## config.mk

```make
export PLATFORM = sky130hd
export DESIGN_NAME = y86_seq_controller
export DESIGN_NICKNAME = d
export VERILOG_FILES = /design/src/rtl/y86_seq_controller.sv
export SDC_FILE = /design/constraint.sdc
export NUM_CORES = 1
export LEC_CHECK = 0
export ABC_AREA = 1
export CAP_MARGIN = 15
export CORE_MARGIN = 4
export CORE_UTILIZATION = 44
export CTS_CLUSTER_DIAMETER = 120
export CTS_CLUSTER_SIZE = 28
export DETAILED_ROUTE_END_ITERATION = 8
export PLACE_DENSITY = 0.91
export SLEW_MARGIN = 20
export SYNTH_ARGS = -nofsm -noshare
export SYNTH_HDL_FRONTEND = slang
export SYNTH_SLANG_ARGS = --single-unit
```

## constraint.sdc

```tcl
create_clock -name clk -period 4.21 [get_ports clk]
set_input_delay 0.6315 -clock clk [delete_from_list [all_inputs] [get_ports clk]]
set_output_delay 0.6315 -clock clk [all_outputs]
set_load 0.01 [all_outputs]
```

## src/rtl/y86_seq_controller.sv

```systemverilog
// Multi-cycle Y86-64 sequencer: one stage per state, owns PC/CC/status and arbitrates the shared memory port.
// Optional feature: define SEQ_SINGLE_STEP_EN to add the step input and a PAUSE state after each instruction.
module y86_seq_controller #(
  parameter logic [63:0] RESET_PC    = 64'd0,
  parameter int          MEM_TIMEOUT = 16,
  parameter int          CNT_W       = 32
) (
  input  logic             clk,
  input  logic             rst_n,
  input  logic [3:0]       icode,
  input  logic             cnd,
  input  logic [63:0]      valC,
  input  logic [63:0]      valP,
  input  logic [63:0]      valM,
  input  logic [2:0]       out_CC,
  input  logic             instr_valid,
  input  logic             mem_ready,
  input  logic             mem_err,
`ifdef SEQ_SINGLE_STEP_EN
  input  logic             step,
`endif
  output logic             mem_req,
  output logic             mem_is_fetch,
  output logic             f_en,
  output logic             d_en,
  output logic             e_en,
  output logic             m_en,
  output logic             w_en,
  output logic [63:0]      pc,
  output logic [2:0]       cc,
  output logic [2:0]       stat,
  output logic [CNT_W-1:0] retired
);

  localparam logic [2:0] STAT_AOK = 3'd1;
  localparam logic [2:0] STAT_HLT = 3'd2;
  localparam logic [2:0] STAT_ADR = 3'd3;
  localparam logic [2:0] STAT_INS = 3'd4;

  localparam int            TW       = $clog2(MEM_TIMEOUT + 1);
  localparam logic [TW-1:0] TMO_LAST = TW'(MEM_TIMEOUT - 1);

  typedef enum logic [3:0] {
    S_FETCH,
    S_DECODE,
    S_EXECUTE,
    S_MEMORY,
    S_WRITEBACK,
    S_PC_UPDATE,
    S_HALT,
    S_FAULT,
    S_PAUSE
  } state_t;

  state_t           state_q, state_d;
  logic [63:0]      pc_q, pc_d;
  logic [2:0]       cc_q, cc_d;
  logic [2:0]       stat_q, stat_d;
  logic [CNT_W-1:0] retired_q, retired_d;
  logic [TW-1:0]    tmo_q, tmo_d;
  logic             uses_mem;

  assign uses_mem = icode inside {4'h4, 4'h5, 4'h8, 4'h9, 4'hA, 4'hB};

  always_ff @(posedge clk) begin
    if (!rst_n) begin
      state_q   <= S_FETCH;
      pc_q      <= RESET_PC;
      cc_q      <= 3'b100;
      stat_q    <= STAT_AOK;
      retired_q <= '0;
      tmo_q     <= '0;
    end else begin
      state_q   <= state_d;
      pc_q      <= pc_d;
      cc_q      <= cc_d;
      stat_q    <= stat_d;
      retired_q <= retired_d;
      tmo_q     <= tmo_d;
    end
  end

  always_comb begin
    state_d      = state_q;
    pc_d         = pc_q;
    cc_d         = cc_q;
    stat_d       = stat_q;
    retired_d    = retired_q;
    tmo_d        = tmo_q;
    mem_req      = 1'b0;
    mem_is_fetch = 1'b0;
    f_en         = 1'b0;
    d_en         = 1'b0;
    e_en         = 1'b0;
    m_en         = 1'b0;
    w_en         = 1'b0;

    case (state_q)
      S_FETCH: begin
        mem_req      = 1'b1;
        mem_is_fetch = 1'b1;
        f_en         = 1'b1;
        if (mem_ready) begin
          if (mem_err) begin
            state_d = S_FAULT;
            stat_d  = STAT_ADR;
          end else if (!instr_valid) begin
            state_d = S_FAULT;
            stat_d  = STAT_INS;
          end else if (icode == 4'h0) begin
            state_d = S_HALT;
            stat_d  = STAT_HLT;
          end else begin
            state_d = S_DECODE;
          end
        end else if (tmo_q == TMO_LAST) begin
          state_d = S_FAULT;
          stat_d  = STAT_ADR;
        end else begin
          tmo_d = tmo_q + TW'(1);
        end
      end
      S_DECODE: begin
        d_en    = 1'b1;
        state_d = S_EXECUTE;
      end
      S_EXECUTE: begin
        e_en = 1'b1;
        if (icode == 4'h6) begin
          cc_d = out_CC;
        end
        state_d = uses_mem ? S_MEMORY : S_WRITEBACK;
      end
      S_MEMORY: begin
        mem_req = 1'b1;
        m_en    = 1'b1;
        if (mem_ready) begin
          if (mem_err) begin
            state_d = S_FAULT;
            stat_d  = STAT_ADR;
          end else begin
            state_d = S_WRITEBACK;
          end
        end else if (tmo_q == TMO_LAST) begin
          state_d = S_FAULT;
          stat_d  = STAT_ADR;
        end else begin
          tmo_d = tmo_q + TW'(1);
        end
      end
      S_WRITEBACK: begin
        w_en    = 1'b1;
        state_d = S_PC_UPDATE;
      end
      S_PC_UPDATE: begin
        if ((icode == 4'h7 && cnd) || icode == 4'h8) begin
          pc_d = valC;
        end else if (icode == 4'h9) begin
          pc_d = valM;
        end else begin
          pc_d = valP;
        end
        retired_d = retired_q + CNT_W'(1);
`ifdef SEQ_SINGLE_STEP_EN
        state_d = S_PAUSE;
`else
        state_d = S_FETCH;
`endif
      end
`ifdef SEQ_SINGLE_STEP_EN
      S_PAUSE: begin
        if (step) begin
          state_d = S_FETCH;
        end
      end
`endif
      default: begin
      end
    endcase

    // Every new state starts its memory wait budget from zero.
    if (state_d != state_q) begin
      tmo_d = '0;
    end

    if (!rst_n) begin
      mem_req      = 1'b0;
      mem_is_fetch = 1'b0;
      f_en         = 1'b0;
      d_en         = 1'b0;
      e_en         = 1'b0;
      m_en         = 1'b0;
      w_en         = 1'b0;
    end
  end

  assign pc      = pc_q;
  assign cc      = cc_q;
  assign stat    = stat_q;
  assign retired = retired_q;

endmodule

```

==> metrics.yaml, run 1 <==
timing:
  grt_setup_unrepaired: "no"
  min_period_ps: 2570
  setup_slack_ps: 1640
  drv_slew: 0
  fin_setup_tns_ps: 0
  finalSetupViolations: 0
  finalCritPeriodShare_pct: 61.1
  hold_viol_final: 0
  relSlewSlack_pct: 45.5
  tightest_slew_ps: 818
  max_freq_mhz: 389
  finalClockSkew_ps: 12.3
place:
  hpwl_microns: 17800
  dpl_worst_slack_ps: 1400
  io_buffers: 313
  place_congestion: 0.991
route:
  highest_layer: "met4"
  route.met3.wl_microns: 2090
  drt-total-wl_microns: 24100
  vias: 7544
  vias_per_cell: 5.48
  routed-wl-met2_microns: 11900
  post_drt_wl_per_cell_microns: 17.5
  firstDrtPassIters: 5
  drc: 0
  postRouteAntennaNets: 0
  drt_iter0_drc: 569
  wl_met1_microns: 9050
setup_path:
  required_ps: 3580
  start_kind: "flip-flop"
  worst-setup-path-type: "reg -> out"
  path_cells: "nor2_2, inv_2, nor2_2, inv_2, nor2_1, clkdlybuf4s50_1"
  max_stage_delay_ps: 550
  slowest_stage: "clkdlybuf4s50_1"
  critPathMaxFanout: 6
  crit_path_end_kind: "output pin"
  critPathArrivalTime_ps: 1940
logic_synthesis:
  ys_types: 36
  yosysSeqAreaShare_pct: 35.6
  synth_edf_count: 0
  syn_inst: 909
  postSynthAreaPerCell_sq_um: 6.87
  yosys_warnings: 0
  ys_ff_latch: 111
  synth_flop_cell: "dfxtp_1"
  ys_async_sr_fraction_pct: 0
  netlist_area_sq_um: 6250
  synth_nets: 1117
cells_and_area:
  drive_gt1_share_pct: 10.1
  nNetsFinal: 1396
  area_growth_syn_to_layout_pct: 55.8
grt:
  grt_max_degree: 88
  grt_overflow: 0
  grt_pass1_wl_microns: 37200
  globalRouteTotalUtil_pct: 28.6
  grt_pass1_vias: 7257
  antenna_found_initial: 3
clock_network:
  cts_hold_buf: 0
  path_clk_slew_ps: 70
  clk_path_buf_depth: 2
  htree_levels: 3
  ctsResizeCount: 0
  clkLatencyLatePin_ps: 360
  clock_sinks: 111
  postCtsSetupBuffers: 0
  cts_root_buf: "clkbuf_16"
  cts_tree: "done"
  cts_buffers: 9
power_and_ir_drop:
  p_per_area_nw_per_um2: 344
  leakagePower_nw: 3.72
  peakVddDrop_mv: 0.280
  power.total_mw: 3.35
job:
  max-cap-violations: 0
floorplan:
  coreArea_sq_um: 13900
  rows: 43
  die_w_microns: 127
  die-area_sq_um: 16200
  pin_count: 314
  start_util_pct: 45.0
  die_h_microns: 127
hold_path:
  worst_hold_path_type: "reg -> reg"
status:
  status: "complete, no violations"
## cell usage after synthesis, types with 7 or more instances
| library cell | count | area share, % |
|---|---|---|
| nand2_1 | 153 | 9.2 |
| clkbuf_1 | 24 | 1.4 |
| dfxtp_1 | 111 | 36 |
| o211ai_1 | 64 | 7.7 |
| inv_2 | 9 | 0.54 |
| buf_4 | 8 | 0.96 |
| nor3_1 | 19 | 1.5 |
| nor2_2 | 7 | 0.70 |
| a21oi_1 | 155 | 12 |
| nor2_1 | 73 | 4.4 |
| inv_1 | 55 | 3.3 |
| buf_2 | 17 | 1.4 |
| nand4_1 | 7 | 0.70 |
| nand3b_1 | 8 | 0.96 |
| nand3_1 | 22 | 1.8 |
| o21ai_0 | 75 | 6.0 |
| or2_2 | 66 | 6.6 |
## report_power, final
group	switching, mW	total [mW]	internal (mW)
clock	0.395	0.892	0.497
combinational	0.577	1.18	0.604
sequential	0.0895	1.28	1.19
## per-stage QoR
step	hold slack (ps)	instances	area [sq um]	util, %
2_1_floorplan	463	909	6250	-
3_3_place_gp	432	1357	9430	67.9
3_5_place_dp	434	1357	9430	67.9
4_1_cts	445	1373	9730	70.1
5_1_grt	491	1376	9740	70.1
6_report	443	1376	9740	70.1
## flip-flops by register name, summed over array words and instances (netlist names)
signal / flops
cc: 3
pc: 64
retired: 32
stat: 3
state_q: 4
tmo_q: 5
## cells by family after synthesis
group / share of synthesized area [%]
adders and majority gates: 0.601
buffers and inverters: 8.59
and+or+nand+nor: 27.7
AOI/OAI and AO/OA: 27.1
DFF: 35.6
xor gates and xnor gates: 0.421
## cell usage in the layout (no fill, tap or decap), drive strengths merged, types with 2 or more instances in the layout
cell	count
diode	3
buf	11
nor2	82
dfxtp	111
nand3b	8
xnor2	2
nand2	158
a21oi	155
clkbuf	14
o211ai	64
nand4	7
clkdlybuf4s50	312
nor3	23
ha	3
clkinv	3
nand3	23
o21ai	78
inv	64
a31oi	2
or2	66
## worst max-delay path: cells and delay by family (launching register included)
kind / cells / cell delay (ps)
buf+inv: 3 / 680
flops: 1 / 360
simple gates: 3 / 560
## final cells by class
cell class	instances	area (sq um)
multi-input cells	677	3510
fillers	1107	4150
repair buffers	323	3220
flip-flops and latches	111	2220
diodes	3	7.51
inverters	66	248
clock inverters	2	38.8
clock buffers	14	264
well taps	180	225
## metal layers
| metal | vias up | GRT usage [%] |
|---|---|---|
| li1 | 3640 | - |
| met1 | 3476 | 31.8 |
| met2 | 352 | 49.5 |
| met3 | 76 | 9.16 |
| met4 | 0 | 13.4 |
| met5 | - | 0 |
## worst paths after layout
kind,startpoint,to,slack [ps],depth (start not counted)
max,state_q[3],f_en,1640,6
min,stat[1],stat[1],440,2
max reg2reg,state_q[0],pc[4],2070,7
min reg2reg,stat[1],stat[1],440,2
Power figures use the tool's default switching activity.
==> run 2, diff against run 1 <==
--- a/config.mk
+++ b/config.mk
@@ -8,11 +8,11 @@
 export ABC_AREA = 1
 export CAP_MARGIN = 15
 export CORE_MARGIN = 4
-export CORE_UTILIZATION = 44
+export CORE_UTILIZATION = 37
 export CTS_CLUSTER_DIAMETER = 120
 export CTS_CLUSTER_SIZE = 28
 export DETAILED_ROUTE_END_ITERATION = 8
-export PLACE_DENSITY = 0.91
+export PLACE_DENSITY = 0.82
 export SLEW_MARGIN = 20
 export SYNTH_ARGS = -nofsm -noshare
 export SYNTH_HDL_FRONTEND = slang
==> constraint.sdc (replaced) <==
create_clock -name clk -period 2.3 [get_ports clk]
set_input_delay 0.345 -clock clk [delete_from_list [all_inputs] [get_ports clk]]
set_output_delay 0.345 -clock clk [all_outputs]
set_load 0.01 [all_outputs]
==> run 2 against run 1 <==
Against the previous run:
- critical path depth stayed put
- clock power is 75% higher
- sequential share of layout area is 0.31 points lower
- die area is 18% higher
- power is 81% higher
- register-to-register slack worse by 1600 ps
- critical endpoint unchanged
- largest cell class unchanged
- highest routed layer is now met5
==> metrics.yaml, run 2 (synthesis gave the netlist of run 1 again) <==
setup_path:
  path_cells: "nor2_4, inv_2, nor2_4, inv_2, nor2_1, clkdlybuf4s50_1"
  r2r_cells: 15  # +8
  cp.depth: 6  # unchanged
  crit_family: "buffers and inverters"
  worst-setup-path-type: "reg -> out"
  slowest_stage: "clkdlybuf4s50_1"
  crit_path_end_kind: "output pin"
  required_ps: 1960  # -1620 ps
  r2r_end: "tmo_q[1]"
  endpoint: "f_en"
  r2r_slack_ps: 490  # -1580 ps
  cp-startpoint: "state_q[3]"
  path_buf_inv: 3  # unchanged
  start_kind: "flip-flop"
  reg2reg_from: "tmo_q[0]"
  max_stage_delay_ps: 550  # about the same
  critPathMaxFanout: 6  # unchanged
  critPathArrivalTime_ps: 1840  # -100 ps
clock_network:
  path_clk_slew_ps: 70  # about the same
  cts_root_buf: "clkbuf_16"
  cts_tree: "done"
  cts_buffers: 9  # unchanged
  cts_hold_buf: 0  # unchanged
  clock_sinks: 111  # unchanged
  clkLatencyLatePin_ps: 350  # about the same
  clk_path_buf_depth: 2  # unchanged
  htree_levels: 3  # unchanged
hold_path:
  worst_hold_path_type: "in -> reg"
route:
  postRouteAntennaNets: 0  # unchanged
  vias_per_cell: 5.22  # -4.7%
  firstDrtPassIters: 5  # unchanged
  drt-total-wl_microns: 23800  # -1.3%
  drt_iter0_drc: 481  # -15%
  drc: 0  # unchanged
  post_drt_wl_per_cell_microns: 16.8  # -4.4%
  vias: 7417  # -1.7%
floorplan:
  pin_count: 314  # unchanged
  die_w_microns: 138  # +8.5%
  die_h_microns: 138  # +8.5%
  start_util_pct: 37.7  # -7.3 points
  coreArea_sq_um: 16600  # +19%
  die-area_sq_um: 19000  # +18%
  rows: 47  # +9.3%
timing:
  max_freq_mhz: 458
  finalClockSkew_ps: 10.3  # -2.01 ps
  hold_viol_final: 0  # unchanged
  min_period_ps: 2180
  drv_slew: 0  # unchanged
  setup_slack_ps: 115  # -1520 ps
  finalSetupViolations: 0  # unchanged
  hold_slack_ps: 404  # -39.6 ps
  fin_setup_tns_ps: 0  # unchanged
  grt_setup_unrepaired: "no"
  relSlewSlack_pct: 44.1  # -1.4 points
  finalCritPeriodShare_pct: 95.0
  tightest_slew_ps: 839  # +20.9 ps
cells_and_area:
  nNetsFinal: 1400  # +0.29%
  drive_gt1_share_pct: 10.9  # +0.72 points
  area_growth_syn_to_layout_pct: 58.0
  layout_common_cells: "clkdlybuf4s50_1, a21oi_1, nand2_1"
  largest_register_ffs: 64  # unchanged
  fillers: 1542  # +39%
  final_common_cell: "clkdlybuf4s50_1"
grt:
  globalRouteTotalUtil_pct: 24.2  # -4.4 points
  grt_pass1_wl_microns: 36400  # -2.1%
  grt_max_degree: 88  # unchanged
  antenna_found_initial: 3  # unchanged
  grt_pass1_vias: 7103  # -2.1%
  grt_overflow: 0  # unchanged
power_and_ir_drop:
  p_per_area_nw_per_um2: 616  # +79%
  peakVddDrop_mv: 0.339  # +21%
  leakagePower_nw: 3.78  # +1.6%
place:
  io_buffers: 313  # unchanged
  hpwl_microns: 17700  # -0.83%
  dpl_worst_slack_ps: 73.5  # -1330 ps
  place_congestion: 0.952  # -4.0%
status:
  status: "complete, no violations"
job:
  max-cap-violations: 0  # unchanged
## run 2: cell count changes in the layout (fill, tap and decap cells not counted), moves of 2 or more
| cell | before | now |
|---|---|---|
| clkbuf_1 | 3 | 0 |
| dlymetal6s2s_1 | 0 | 2 |
| nor2_2 | 7 | 5 |
| nor2_4 | 2 | 4 |
| buf_12 | 1 | 5 |
| clkinvlp_4 | 0 | 2 |
| clkdlybuf4s50_1 | 312 | 310 |
## run 2: worst min-delay path, delay by kind of cell
kind | cells | cell delay (ps)
buffers and inverters | 2 | 300
AO/OA/AOI/OAI | 1 | 60
## run 2: per-layer routing
layer	up-vias	share of wire, %	GRT usage [%]
li1	3660	-	-
met4	2	3.5	9.44
met5	-	0.063	0
met1	3384	38	28.7
met3	56	8.5	6.71
met2	315	50	41.3
## run 2: stage by stage
stage	utilization [%]	total power [mW]	std cells	instance area, sq um
2_1_floorplan	-	3.42	909	6250
3_3_place_gp	57.6	4.50	1401	9560
3_5_place_dp	57.6	4.53	1401	9560
4_1_cts	59.4	6.11	1417	9850
5_1_grt	59.5	6.41	1419	9870
6_report	59.5	6.08	1420	9870
## run 2: area by class of cell
type                       instances  area (sq um)  share of cell area [%]
timing repair buffer             327          3300                    33.4
tap                              220           275                    2.79
inverter                          66           248                    2.51
sequential                       111          2220                    22.5
clock inverter                     5          41.3                   0.418
antenna                            3          7.51                  0.0760
clock buffer                      11           253                    2.56
multi-input combinational        677          3520                    35.7
## run 2: what timing repair did
item | CTS | global route
setup buffers | 0 | 0
endpoints found under the setup margin | 0 | 5
endpoints found under the hold margin | 0 | 0
resized for setup | 0 | 6
## run 2: how the worst min path moves through the flow
stage | startpoint | to | depth (start not counted)
after floorplan | out_CC[2] | cc[2] | 2
after global placement | stat[1] | stat[1] | 2
after detailed placement | stat[1] | stat[1] | 2
after CTS | rst_n | state_q[0] | 3
after global routing | rst_n | stat[2] | 3
final | rst_n | stat[2] | 3
## run 2: power breakdown
group	internal, mW	switching, mW
clock network	0.804	0.759
registers	2.18	0.166
logic	1.12	1.06
==> run 3, diff against run 2 <==
--- a/config.mk
+++ b/config.mk
@@ -8,11 +8,13 @@
 export ABC_AREA = 1
 export CAP_MARGIN = 15
 export CORE_MARGIN = 4
-export CORE_UTILIZATION = 37
+export CORE_UTILIZATION = 44
 export CTS_CLUSTER_DIAMETER = 120
 export CTS_CLUSTER_SIZE = 28
 export DETAILED_ROUTE_END_ITERATION = 8
-export PLACE_DENSITY = 0.82
+export GPL_TIMING_DRIVEN = 0
+export PLACE_DENSITY = 0.91
+export SETUP_SLACK_MARGIN = 0.02
 export SLEW_MARGIN = 20
 export SYNTH_ARGS = -nofsm -noshare
 export SYNTH_HDL_FRONTEND = slang
==> constraint.sdc (replaced) <==
create_clock -name clk -period 2.6 [get_ports clk]
set_input_delay 0.39 -clock clk [delete_from_list [all_inputs] [get_ports clk]]
set_output_delay 0.39 -clock clk [all_outputs]
set_load 0.01 [all_outputs]
==> run 3 against run 2 <==
Against the previous run:
- combinational power fell by 9%
- wire length grew 5.2%
- die area decreased by 15%
- via count up 3.2%
- first-iteration DRC count grew 10%
- non-clock buffer count rose by 40
- sequential power is 12% lower
- sequential cell count is the same
- utilization grew 12 points
==> metrics.yaml, run 3 (synthesis gave the netlist of run 1 again) <==
setup_path:
  path_buf_inv: 4  # +1
  path_cells: "nor2_4, inv_2, nor2_2, inv_2, nor2_1, buf_4, clkdlybuf4s50_1"
  cpMostUsedCell: "inv_2"
  critPathArrivalTime_ps: 1990  # +150 ps
  cp.depth: 7  # +1
  crit_family: "buffers and inverters"
  required_ps: 2210  # +250 ps
  critPathMaxFanout: 6  # unchanged
  slowest_stage: "clkdlybuf4s50_1"
  r2r_slack_ps: 720  # +230 ps
  crit_path_end_kind: "output pin"
  max_stage_delay_ps: 520  # -30 ps
  r2r_cells: 15  # unchanged
  worst-setup-path-type: "reg -> out"
  start_kind: "flip-flop"
grt:
  grt_pass1_wl_microns: 38400  # +5.5%
  globalRouteTotalUtil_pct: 29.9  # +5.7 points
  grt_util_met2_pct: 51.5  # +10 points
  use_met3_pct: 9.99  # +3.3 points
  antenna_found_initial: 4  # +1
  grt_pass1_vias: 7423  # +4.5%
  busiest_layer: "met2"
  use_met1_pct: 34.1  # +5.4 points
  grt_overflow: 0  # unchanged
  grt_max_degree: 17  # -81%
timing:
  min_period_ps: 2380
  tightest_slew_ps: 622  # -216 ps
  finalSetupViolations: 0  # unchanged
  hold_viol_final: 0  # unchanged
  relSlewSlack_pct: 58.5  # +14 points
  grt_setup_unrepaired: "no"
  max_freq_mhz: 420
  finalCritPeriodShare_pct: 91.6
  drv_slew: 0  # unchanged
  finalClockSkew_ps: 7.84  # -2.46 ps
place:
  postPlaceCellArea_sq_um: 9610  # +0.54%
  hpwl_microns: 19700  # +11%
  place_congestion: 0.975  # +2.5%
  dp.cells: 1402  # +0.071%
  io_buffers: 313  # unchanged
floorplan:
  pin_count: 314  # unchanged
  coreArea_sq_um: 13900  # -16%
  rows: 43  # -8.5%
  start_util_pct: 45.0  # +7.3 points
  die_w_microns: 127  # -7.8%
  die-area_sq_um: 16200  # -15%
  die_h_microns: 127  # -7.8%
clock_network:
  cts_buffers: 9  # unchanged
  cts_root_buf: "clkbuf_16"
  path_clk_slew_ps: 70  # about the same
  clock_sinks: 111  # unchanged
  htree_levels: 3  # unchanged
  clkLatencyLatePin_ps: 350  # about the same
  postCtsSetupBuffers: 0  # unchanged
  cts_tree: "done"
  clk_path_buf_depth: 2  # unchanged
route:
  drt-total-wl_microns: 25000  # +5.2%
  postRouteAntennaNets: 0  # unchanged
  drc: 0  # unchanged
  post_drt_wl_per_cell_microns: 17.6  # +5.1%
  firstDrtPassIters: 6  # +1
  vias_per_cell: 5.39  # +3.1%
  drt_iter0_drc: 529  # +10%
  vias: 7656  # +3.2%
power_and_ir_drop:
  power_frac_comb_pct: 36.1  # +0.3 points
  clockPowerShare_pct: 26.1  # +0.4 points
  p_per_area_nw_per_um2: 553  # -10%
  peakVddDrop_mv: 0.421  # +24%
  pwr-share-seq_pct: 37.8  # -0.7 points
  p_int_mw: 3.73  # -9.1%
  leakagePower_nw: 3.83  # +1.3%
  p_sw_mw: 1.76  # -11%
  swShare_pct: 32.1  # -0.54 points
cells_and_area:
  layout_common_cells: "clkdlybuf4s50_1, a21oi_1, nand2_1"
  fin_cells: 1421  # +0.070%
  area_growth_syn_to_layout_pct: 58.9
  drive_gt1_share_pct: 11.5  # +0.62 points
  fillers: 1108  # -28%
  final_common_cell: "clkdlybuf4s50_1"
  largest_register_ffs: 64  # unchanged
  nNetsFinal: 1440  # +2.9%
  fin_area_sq_um: 9930  # +0.54%
status:
  status: "complete, no violations"
hold_path:
  worst_hold_path_type: "reg -> reg"
  whs_path_depth: 2  # -1
job:
  max-cap-violations: 0  # unchanged
[run 3: area by class of cell]
cell class                 count  area, sq um  area share (%)
multi-input combinational    677         3490            35.2
timing repair buffer         313         3130            31.6
sequential                   111         2220            22.4
clock buffer                  15          298            3.00
buffer                        54          285            2.87
inverter                      66          249            2.51
tap                          180          225            2.27
antenna                        4         10.0           0.101
clock inverter                 1         8.76          0.0882
[run 3: final timing paths]
path | end | startpoint
worst max-delay path | mem_is_fetch | state_q[3]
worst min-delay path | stat[1] | stat[1]
worst max register to register | tmo_q[1] | tmo_q[0]
worst min register to register | stat[1] | stat[1]
[run 3: worst reg2reg max path, stage by stage, from the launching register on]
cell,delay [ps]
dfxtp_1,340
ha_1,190
inv_1,80
nor2_1,60
ha_1,170
inv_1,50
nand2_1,80
inv_1,130
nand2_1,80
nand3_1,120
nand3_1,90
nand2_1,60
nand2_1,40
inv_1,60
nand3_2,120
nor2_1,140
[run 3: routing by layer]
layer / vias to the layer above / wire length, microns / part of all wire, %
met4: 0 / 1000 / 4.0
met2: 349 / 12300 / 49
met3: 59 / 2350 / 9.4
met5: - / 0 / 0
met1: 3512 / 9370 / 37
li1: 3736 / - / -
[run 3: repair_timing]
action	4_1_cts	5_1_grt
hold endpoints to repair	0	0
hold buffers	0	0
gates resized for setup	4	1
endpoints found under the setup margin	7	1
[run 3: metrics by stage]
stage | utilization (%) | TNS [ps] | hold WS [ps] | power, mW | worst slack (ps)
2_1_floorplan | - | 0 | 463 | 3.02 | 998
3_3_place_gp | 69.2 | -2660 | 432 | 4.01 | -468
3_5_place_dp | 69.2 | -3120 | 443 | 4.06 | -568
4_1_cts | 71.4 | 0 | 454 | 5.49 | 49.3
5_1_grt | 71.5 | 0 | 487 | 5.76 | 64.7
6_report | 71.5 | 0 | 454 | 5.49 | 218
[run 3: power by group through the flow]
stage,Clock (mW),Combinational [mW],Sequential [mW]
after floorplan,0,0.851,2.17
after global placement,0,1.92,2.09
after detailed placement,0,1.96,2.10
after CTS,1.44,1.98,2.06
after global routing,1.51,2.16,2.09
final,1.43,1.98,2.07
